==> src/rtl/parking_slot_allocator.sv <==
// parking_slot_allocator: occupancy bitmap with lowest-free allocation, exit release and entry-gate FSM
module parking_slot_allocator #(
   parameter int unsigned GATE_CYCLES = 16,
   parameter logic [7:0]  INIT_OCC    = 8'h00
) (
   input  logic       clk,
   input  logic       rst_n,
   input  logic       entry_req,
   input  logic       car_passed,
   input  logic       exit_req,
   input  logic [2:0] exit_slot,
   output logic [7:0] new_capacity,
   output logic       full,
   output logic [2:0] assigned_slot,
   output logic       entry_ack,
   output logic       entry_reject,
   output logic       exit_ack,
   output logic       exit_err,
   output logic       gate_open
);
   typedef enum logic [1:0] {IDLE, GATE, RELEASE} state_t;
   state_t     state, state_nx;
   logic [7:0] timer, timer_nx, set_mask, clr_mask;
   logic [2:0] free_idx;
   logic       alloc, reject, exit_hit;
   assign full = new_capacity == 8'hFF;
   // descending scan so the last hit is the lowest free index
   always_comb begin
      free_idx = 3'd0;
      for (int i = 7; i >= 0; i--) if (!new_capacity[i]) free_idx = 3'(i);
   end
   always_comb begin
      state_nx = state;
      timer_nx = timer;
      alloc    = 1'b0;
      reject   = 1'b0;
      case (state)
         IDLE: if (entry_req) begin
            alloc    = !full;
            reject   = full;
            state_nx = full ? RELEASE : GATE;
            timer_nx = full ? timer : 8'(GATE_CYCLES);
         end
         GATE: begin
            timer_nx = timer - 8'd1;
            if (car_passed || timer == 8'd1) state_nx = RELEASE;
         end
         RELEASE: if (!entry_req) state_nx = IDLE;
         default: state_nx = IDLE;
      endcase
   end
   // both masks come from the pre-edge bitmap, so set and clear never touch the same bit
   assign exit_hit = exit_req && new_capacity[exit_slot];
   assign set_mask = alloc ? 8'd1 << free_idx : 8'd0;
   assign clr_mask = exit_hit ? 8'd1 << exit_slot : 8'd0;
   always_ff @(posedge clk or negedge rst_n) begin
      if (!rst_n) begin
         state         <= IDLE;
         timer         <= 8'd0;
         new_capacity  <= INIT_OCC;
         assigned_slot <= 3'd0;
         entry_ack     <= 1'b0;
         entry_reject  <= 1'b0;
         exit_ack      <= 1'b0;
         exit_err      <= 1'b0;
         gate_open     <= 1'b0;
      end else begin
         state         <= state_nx;
         timer         <= timer_nx;
         new_capacity  <= (new_capacity & ~clr_mask) | set_mask;
         assigned_slot <= alloc ? free_idx : assigned_slot;
         entry_ack     <= alloc;
         entry_reject  <= reject;
         exit_ack      <= exit_hit;
         exit_err      <= exit_req && !exit_hit;
         gate_open     <= state == GATE;
      end
   end
endmodule

==> config.mk <==
export PLATFORM = sky130hd
export DESIGN_NAME = parking_slot_allocator
export DESIGN_NICKNAME = d
export VERILOG_FILES = /design/src/rtl/parking_slot_allocator.sv
export SDC_FILE = /design/constraint.sdc
export NUM_CORES = 1
export LEC_CHECK = 0
export CAP_MARGIN = 10
export CORE_MARGIN = 2
export CORE_UTILIZATION = 55
export DETAILED_ROUTE_END_ITERATION = 10
export PLACE_DENSITY_LB_ADDON = 0.08
export RECOVER_POWER = 25
export SETUP_SLACK_MARGIN = 0.02
export SYNTH_ARGS = -nofsm -noshare
export SYNTH_HDL_FRONTEND = slang
export SYNTH_SLANG_ARGS = --single-unit
==> constraint.sdc <==
create_clock -name clk -period 4.1 [get_ports clk]
set_input_delay 0.41 -clock clk [delete_from_list [all_inputs] [get_ports clk]]
set_output_delay 0.41 -clock clk [all_outputs]
set_load 0.05 [all_outputs]
# After elaboration in Yosys (flattened, before gate mapping)
# Index checks and enable logic that the tools add are counted.
# classes
n_addsub	1
order_cmp	1
eq_ne	8
shifts	2
muxes	24
n_bitwise	3
n_reduce_logical	9
# op_table
op	n
8-bit 2-to-1 mux	4
3-bit 2-to-1 mux	8
8-bit case mux with 2 select lines	1
1-bit by 3-bit left shift with 8-bit output (first input constant)	2
8-bit bitwise AND	1
8-bit by 1-bit == test with 1-bit output (second input constant)	1
8-bit == test (second input constant)	1
2-bit 2-to-1 mux	4
2-bit inequality test (second input constant)	4
8-bit inverter	1
8-bit OR	1
8-bit by 1-bit subtractor with 8-bit output (second input constant)	1
2-bit case mux with 3 select lines	1
3-bit AND reduction	2
1-bit 2-to-1 mux	5
3-bit by 4-bit less-than comparator with 1-bit output (second input constant)	1
1-bit binary-select mux with 3-bit select	1
2-bit by 1-bit == test with 1-bit output (second input constant)	1
2-bit == test (second input constant)	1
1-bit logical AND	2
1-bit logical NOT	2
2-bit logical NOT	1
2-bit nonzero test	1
1-bit logical OR	1
# totals
regBits	26
inputBits	8
word_cells	57

# Longest topological paths before layout
# logic_depth
depth_word	11
depth_mapped	7
ltp_nobuf	6

# Least setup slack after synthesis
# OpenSTA, ideal clock, no wires.
# synth_timing
path_type	register to register
start	reg new_capacity[4]
end	reg state[1]
setup_time_ps	64
arrival_time_ps	2191
required_time_ps	4036
slack_ps	1845
path_stages_with_launch	6
n_path_buf	0
period_less_slack_ps	2255
cell_sequence	dfrtp_1 nand4_1 nor2_1 a21oi_1 nor3_1 a31o_2
# synth_between
elab_chain_cells	4
# synth_rtl
element	line_no	source
start: declaration	12	output logic [7:0] new_capacity,
start signal: assignment	70	new_capacity <= (new_capacity & ~clr_mask) | set_mask;
8-bit == test	26	assign full = new_capacity == 8'hFF;
via full	13	output logic full,
2-bit 2-to-1 mux	41	state_nx = full ? RELEASE : GATE;
2-bit 2-to-1 mux	38	IDLE: if (entry_req) begin
2-bit case mux with 3 select lines	37	case (state)
end signal: assignment	68	state <= state_nx;
end: declaration	22	state_t state, state_nx;
# The timed path passes the listed nets, and every way through them passes these cells. The select of a mux whose other input is x is not followed.
# A chain may end at the register's enable or synchronous reset.

# Worst setup path after layout
# layout_timing
start	reg new_capacity[7]
end	out full
# layout_between
elab_chain_cells	1
# layout_rtl
element	line_no
8-bit == test	26
end: declaration	13
# No other way between the ends.

==> summary.txt <==
Detailed routing
  – WL/cell: 14.9 um
  – Final ANT Viol Nets: 0
  – DRC Markers: 0
  – Vias after detailed routing: 1097
  – Initial DRC Count: 21
  – Vias/cell: 5.99
  – Pre-antenna DRT Iters: 4
  – Drt total wl: 2.73 mm

Placement
  – Post-placement cell count: 179
  – Pre-CTS setup slack: 1930 ps
  – Number of buffers added on ports: 24
  – Post-DP HPWL: 2.03 mm
  – Placer Congestion: 0.914

Worst setup path
  – Crit path cell chain: nand4_1, nor2_1, clkdlybuf4s50_1
  – CP arrival: 2130 ps
  – R2R Setup Slk: 2380 ps
  – CP max-delay cell: clkdlybuf4s50_1
  – Sum of buffers and inverters on the critical path: 1
  – Critical path type: reg -> out
  – CP Launch Type: flip-flop
  – Reg2Reg Depth: 5
  – RR Endpoint: timer[7]
  – CP max stage delay: 830 ps
  – Worst EP required: 3690 ps
  – Setup crit end kind: output pin
  – Worst r2r src: new_capacity[7]
  – Worst-path maximum fanout: 7
  – Cell family with most CP delay: buffers and inverters

STA
  – Min Tclk post-route: 2540 ps
  – Slew headroom: 0.360
  – RSZ-0062 raised after global routing: false
  – Crit path setup slack, layout: 1560 ps
  – Final period util: 0.619
  – Final TNS setup: 0 ps
  – Max-slew violations: 0
  – F_max: 0.394 GHz
  – Final Skew: 8.20 ps
  – Worst-margin pin slew: 960 ps
  – Hold Violations, Final: 0
  – # setup viols final: 0

Die
  – I/O pin count: 25
  – Core Region: 0.00225 mm2
  – Die area: 0.00286 mm2
  – Die Wd: 53.5 um
  – Row Count: 17
  – Chip Height: 53.5 um
  – Initial core utilization: 0.597

Job
  – Max Cap Violations: 0

Finish
  – Share of layout cells above drive strength 1: 0.110
  – Nets@finish: 167
  – Fin cells: 183
  – Footprint of the multi-input gates: 638 um2
  – Fill count: 187
  – Area growth, synth to finish: 21.3%
  – FF+latch area: 651 um2
  – Diode count: 0

Logic synthesis
  – Area contributors post-synth: dfrtp_1 48%, mux4_2 3.3%, inv_1 3.1%
  – Post-synth top area cell: dfrtp_1
  – Most frequent cell after synthesis: dfrtp_1
  – Synth Flop Type: dfrtp_1
  – Syn Std Cell Area: 0.00135 mm2
  – Yosys cell types: 42
  – Synth top area share: 0.484
  – Register area share after synthesis: 0.484
  – Syn Inst Count: 130
  – Synth Area per Inst: 10.3 um2
  – Top cells by count, synth: 26 x dfrtp_1, 11 x inv_1, 11 x nor2_1, 10 x nand2_1, 7 x o21ai_0
  – Synth warn: 0
  – Async set-or-reset flop fraction in the synthesized netlist: 1.00
  – EDFF count, synth: 0
  – Register bit total from synthesis: 26
  – Syn_nets: 140

Clocking
  – CTS tree: built
  – Skew-Pair Late Insertion Delay: 310 ps
  – Root buffer cell: clkbuf_4
  – Clk buf depth: 2
  – Post-cts resize count: 0
  – H-tree levels: 1
  – Clock slew at reported path FFs: 140 ps
  – Number of setup buffers added after CTS: 0
  – CTS Buf Count: 3
  – Post-CTS Hold Buffers: 0
  – Clk sink count: 26

GRT
  – Vias in the first global route: 958
  – First-pass GRT wire length: 4.43 mm
  – Largest net degree at the start of global routing: 27
  – Antenna violations before repair: 0
  – GR Util All Layers: 0.216
  – Total congestion overflow: 0

Power
  – Cell Pwr Density: 804 mW/mm2
  – IR Drop Worst-Case VDD: 673 uV
  – Lkg Pwr: 0.695 nW
  – Final Total Pwr: 1.31 mW

Min path
  – Worst Hold Class: in -> async

Run status
  – Status: complete, no violations
-- state kept, by name, indices dropped and copies added (netlist names) --
signal and cells:
timer 8, assigned_slot 3, exit_err 1, entry_ack 1
state 2, new_capacity 8, exit_ack 1, gate_open 1
entry_reject 1
-- worst max-delay path by stage --
stage	from	end	slack, ps	cells after the start
3_3_place_gp	new_capacity[7]	full	1960	3
4_1_cts	new_capacity[7]	full	1560	3
5_1_grt	new_capacity[7]	full	1420	3
6_report	new_capacity[7]	full	1560	3
3_5_place_dp	new_capacity[7]	full	1930	3
2_1_floorplan	new_capacity[4]	state[1]	1850	5
-- cell type report --
class                      instances  area share
multi-input combinational         90       0.391
timing repair buffer              25       0.150
sequential                        26       0.399
clock buffer                       3      0.0138
inverter                          11      0.0253
tap                               28      0.0215
-- cell usage in the layout, fill, tap and decap left out, types with 3 or more instances in the layout --
master	synthesis	final
a21oi_1	5	5
a22o_1	3	3
a31oi_1	3	3
clkbuf_4	0	3
clkdlybuf4s50_1	0	23
dfrtp_1	26	26
inv_1	11	11
nand2_1	10	10
nand3_1	3	3
nor2_1	11	11
nor2b_1	4	4
nor3_1	4	4
o21ai_0	7	7
-- kinds of logic (layout without fill, tap and decap cells) --
group	Yosys count	count (layout)	synth area share
simple gates	48	48	0.200
compound gates	33	33	0.184
flops	26	26	0.484
buf+inv	14	39	0.0419
mux	6	6	0.0651
fa+ha+maj	2	2	0.0186
xor+xnor	1	1	0.00651
-- metal layers --
layer  up-vias  GRT usage  wire, um
met5         -          0         0
met4         0     0.0726        14
met3         2     0.0282       145
met2        34      0.317      1240
met1       534      0.326      1330
li1        527          -         -
-- per-stage QoR --
step,utilization,cell area (um2),hold slack [ps]
2_1_floorplan,-,1350,114
3_3_place_gp,0.712,1610,466
3_5_place_dp,0.712,1610,474
4_1_cts,0.722,1630,494
5_1_grt,0.724,1630,453
6_report,0.724,1630,421
-- where the power goes --
group	internal, mW	switching (mW)	total [mW]	leakage (nW)
combinational	0.276	0.442	0.718	0.356
sequential	0.355	0.131	0.486	0.325
clock	0.0343	0.0721	0.106	0.0138
total	0.666	0.645	1.31	0.695
(Power assumes the default switching activity.)
==> RTL change 1 (config.mk and constraints unchanged) <==
Remove the register `exit_err`: a continuous assignment takes its place, so the output `exit_err` follows one clock earlier.
--- a/src/rtl/parking_slot_allocator.sv
+++ b/src/rtl/parking_slot_allocator.sv
@@ -63,5 +63,4 @@
          entry_reject  <= 1'b0;
          exit_ack      <= 1'b0;
-         exit_err      <= 1'b0;
          gate_open     <= 1'b0;
       end else begin
@@ -73,8 +72,9 @@
          entry_reject  <= reject;
          exit_ack      <= exit_hit;
-         exit_err      <= exit_req && !exit_hit;
          gate_open     <= state == GATE;
       end
    end
+
+   assign exit_err = exit_req && !exit_hit;
 endmodule
 
Behaviour: not the same (a bounded check fails within 4 cycles, from zero or initial values and one cycle with rst_n low).
==> RTL change 1 against the unedited design <==
- global-route usage grew 1.4 points
- fmax decreased by 19%
- area after synthesis shrank 1.9%
- routed wire length grew 3.5%
- critical endpoint is now exit_err
- final area shrank 1.2%
- utilization decreased by 0.21 points
- total power is 0.23% higher
- sequential cell count fell by 1
- critical path type is now primary input to output pin
- sequential share of layout area is 1.1 points lower
- first-iteration DRC count down 9.5%
- die area shrank 1.7%
- worst setup slack got worse by 0.58 ns
- synthesized cell count is 0.77% lower
- count of clock-buffer cells in the layout did not move
==> RTL change 1: results (changes against the unedited design) <==
The flow ran to the end, and the final reports show no timing, DRC or antenna violations. The routability congestion estimate from global placement came out at 0.878 (-4.0%). The half-perimeter wire length after placement came out at 2.08 mm (+2.4%). The routed length per instance is 15.4 um (+3.5%). The met3 wire length is 97 um (-33%). The number of global-route vias before repair came out at 1019 (+6.4%). The placement-stage cell area was 1580 um^2 (-1.6%).

The mean instance size in the synthesized netlist is 10.2 um^2 (-1.1%). The post-route met1 wirelength is 1.39 mm (+4.1%). The share of synthesized area occupied by flip-flops and latches came out at 47.4% (-0.98 points). The largest fanout on the critical path is 8 (+1).

The pin count of the biggest net entering global routing was 26 (-3.7%). The total instance count after detailed placement is 178 (-0.56%). The synthesized net count came out at 139 (-0.71%).

The via count came out at 1058 (-3.6%). The final hold slack came to 0.472 ns (+0.0505 ns). The worst IR drop on VDD is 0.512 mV (-24%).

The number of violations reported at the end of detailed-routing iteration 0 is 19 (-9.5%). The largest stage delay on the critical path came out at 0.79 ns (-0.04 ns). The met1 track demand over resource came out at 33.3% (+0.67 points).

The ratio of routed vias to standard cells came to 5.78 (-3.6%). Yosys attributes the largest share of cell area to sky130_fd_sc_hd__dfrtp_1, sky130_fd_sc_hd__mux4_2, sky130_fd_sc_hd__inv_1. The met2 wire length is 1.32 mm (+6.9%). Counting instances in the post-synthesis netlist gives the leading cell types as sky130_fd_sc_hd__dfrtp_1, sky130_fd_sc_hd__inv_1, sky130_fd_sc_hd__nor2_1. The worst clock skew on the final layout is 0.00817 ns (-0.0000290 ns).
## RTL change 1: cells by family (layout without fill, tap and decap cells)
| kind of cell | count (synthesis) | count (layout) | synth area share, % |
|---|---|---|---|
| mux | 6 | 6 | 6.63 |
| flops | 25 | 25 | 47.4 |
| xor+xnor | 1 | 1 | 0.664 |
| buf+inv | 14 | 40 | 4.27 |
| compound gates | 33 | 33 | 18.8 |
| simple gates | 48 | 48 | 20.4 |
| fa+ha+maj | 2 | 2 | 1.90 |
## RTL change 1: area by class of cell
class / instances / area [um^2]
Multi-Input combinational cell: 90 / 638
Fill cell: 191 / 622
Tap cell: 28 / 35.0
Clock inverter: 1 / 5.00
Clock buffer: 3 / 22.5
Inverter: 11 / 41.3
Timing Repair Buffer: 25 / 244
Sequential cell: 25 / 626
## RTL change 1: worst max-delay path: cells and delay by family
family	cells	cell delay (ns)
mux	2	0.72
buf+inv	2	1.42
simple gates	1	0.15
## RTL change 1: report_power, final
part	switching, mW	total [mW]	internal [mW]
clock	0.0735	0.110	0.0364
sequential	0.140	0.483	0.343
combinational	0.445	0.721	0.276
## RTL change 1: how the worst max path moves through the flow
stage	end	cells past startpoint	startpoint
2_1_floorplan	state[1]	5	new_capacity[4]
3_3_place_gp	exit_err	5	exit_slot[0]
3_5_place_dp	exit_err	5	exit_slot[0]
4_1_cts	exit_err	5	exit_slot[0]
5_1_grt	exit_err	5	exit_slot[0]
6_report	exit_err	5	exit_slot[0]
## RTL change 1: stage by stage
step / total power, mW / worst slack, ns
after floorplan: 0.976 / 1.85
after global placement: 1.18 / 1.03
after detailed placement: 1.20 / 0.974
after CTS: 1.31 / 0.971
after global routing: 1.40 / 0.869
final: 1.31 / 0.982
==> RTL change 2 (config.mk and constraints unchanged) <==
Made on the original files. The parameter `GATE_CYCLES` goes from 16 to 15.
--- a/src/rtl/parking_slot_allocator.sv
+++ b/src/rtl/parking_slot_allocator.sv
@@ -1,5 +1,5 @@
 // parking_slot_allocator: occupancy bitmap with lowest-free allocation, exit release and entry-gate FSM
 module parking_slot_allocator #(
-   parameter int unsigned GATE_CYCLES = 16,
+   parameter int unsigned GATE_CYCLES = 15,
    parameter logic [7:0]  INIT_OCC    = 8'h00
 ) (
Check against the original RTL: same outputs for any inputs over 10 cycles, from zero or initial values and one cycle with rst_n low; that may be too few to reach the edited logic, so the function may still have changed.
==> RTL change 2 against the unedited design <==
- sequential cell count unchanged
- die area decreased by 0.24%
- worst setup slack got worse by 0.10 ns
- final area decreased by 0.31%
- total power decreased by 8.4%
- area after synthesis decreased by 0.28%
- routed wire length increased by 9.0%
- combinational power decreased by 12%
==> RTL change 2: results (changes against the unedited design) <==
The via count is 1111 (+1.3%). The total instance count after detailed placement is 184 (+2.8%). The largest stage delay on the critical path came out at 0.79 ns (-0.04 ns). The area of combinational cells with multiple inputs came out at 626 um^2 (-2.0%). The total wirelength of the detailed-routed design is 2.98 mm (+9.0%). The met2 global-route usage is 42.8% (+11 points).

The number of violations reported at the end of detailed-routing iteration 0 is 28 (+33%). The placement-stage cell area is 1600 um^2 (-0.31%). The timing-limited maximum frequency was 378 MHz (-3.9%). The first-pass GRT wire length is 4.97 mm (+12%). The sequential portion of the cell area came out at 40.0% (+0.12 points). The met3 wire length is 140 um (-3.4%).

The synthesized net count came to 144 (+2.9%). The routed length per instance is 15.8 um (+6.1%). The non-clock inverter instance count of the final layout came out at 13 (+2). The share of layout cells above drive strength 1 is 10.0% (-0.97 points). The transition time of the tightest slew-check pin came out at 0.943 ns (-0.0172 ns). The clock buffer and inverter area fraction after layout is 1.38% (+0.0042 points). The met3 capacity usage during global routing is 5.37% (+2.5 points).

The flow ran to the end, and the final reports show no timing, DRC or antenna violations. The count of multi-input combinational gates is 93 (+3.3%). The largest fanout on the critical path came out at 6 (-1). In the post-synthesis netlist, the biggest area contributors are sky130_fd_sc_hd__dfrtp_1, sky130_fd_sc_hd__a21oi_1, sky130_fd_sc_hd__inv_1.

The commonest cells after synthesis are sky130_fd_sc_hd__dfrtp_1, sky130_fd_sc_hd__a21oi_1, sky130_fd_sc_hd__inv_1. The worst clock skew on the final layout is 0.0109 ns (+0.00269 ns). The share of synthesized area occupied by flip-flops and latches came out at 48.5% (+0.14 points). The met2 wire length is 1.54 mm (+25%). The global routing usage summed across all routing layers came out at 24.8% (+3.2 points). The number of nets at the end of the flow came to 172 (+3.0%). The data arrival time of the critical path is 2.23 ns (+0.10 ns).

The mean instance size in the synthesized netlist came out at 10.0 um^2 (-3.3%). The cell leakage power came out at 0.687 nW (-1.1%). The final instance area came to 1630 um^2 (-0.31%).
==> RTL change 2: cells by family after synthesis <==
group                    Yosys count  synth area share, %
multiplexers                       3                 4.10
AND/OR/NAND/NOR                   50                 21.4
buffers and inverters             15                 4.85
flip-flops                        26                 48.5
adder cells (fa/ha/maj)            2                 1.87
AO/OA/AOI/OAI                     38                 19.3
==> RTL change 2: report_power, final <==
group / switching [mW] / internal (mW)
Combinational: 0.405 / 0.228
Sequential: 0.118 / 0.342
Clock: 0.0728 / 0.0343
Total: 0.596 / 0.605
==> RTL change 2: final timing paths <==
kind,start,endpoint,depth (start not counted)
setup / recovery,new_capacity[7],full,4
hold / removal,rst_n,timer[1],1
max in group asynchronous,rst_n,state[1],2
hold reg to reg,assigned_slot[1],assigned_slot[1],2
min in group clk,assigned_slot[1],assigned_slot[1],2
setup reg to reg,state[1],timer[5],5
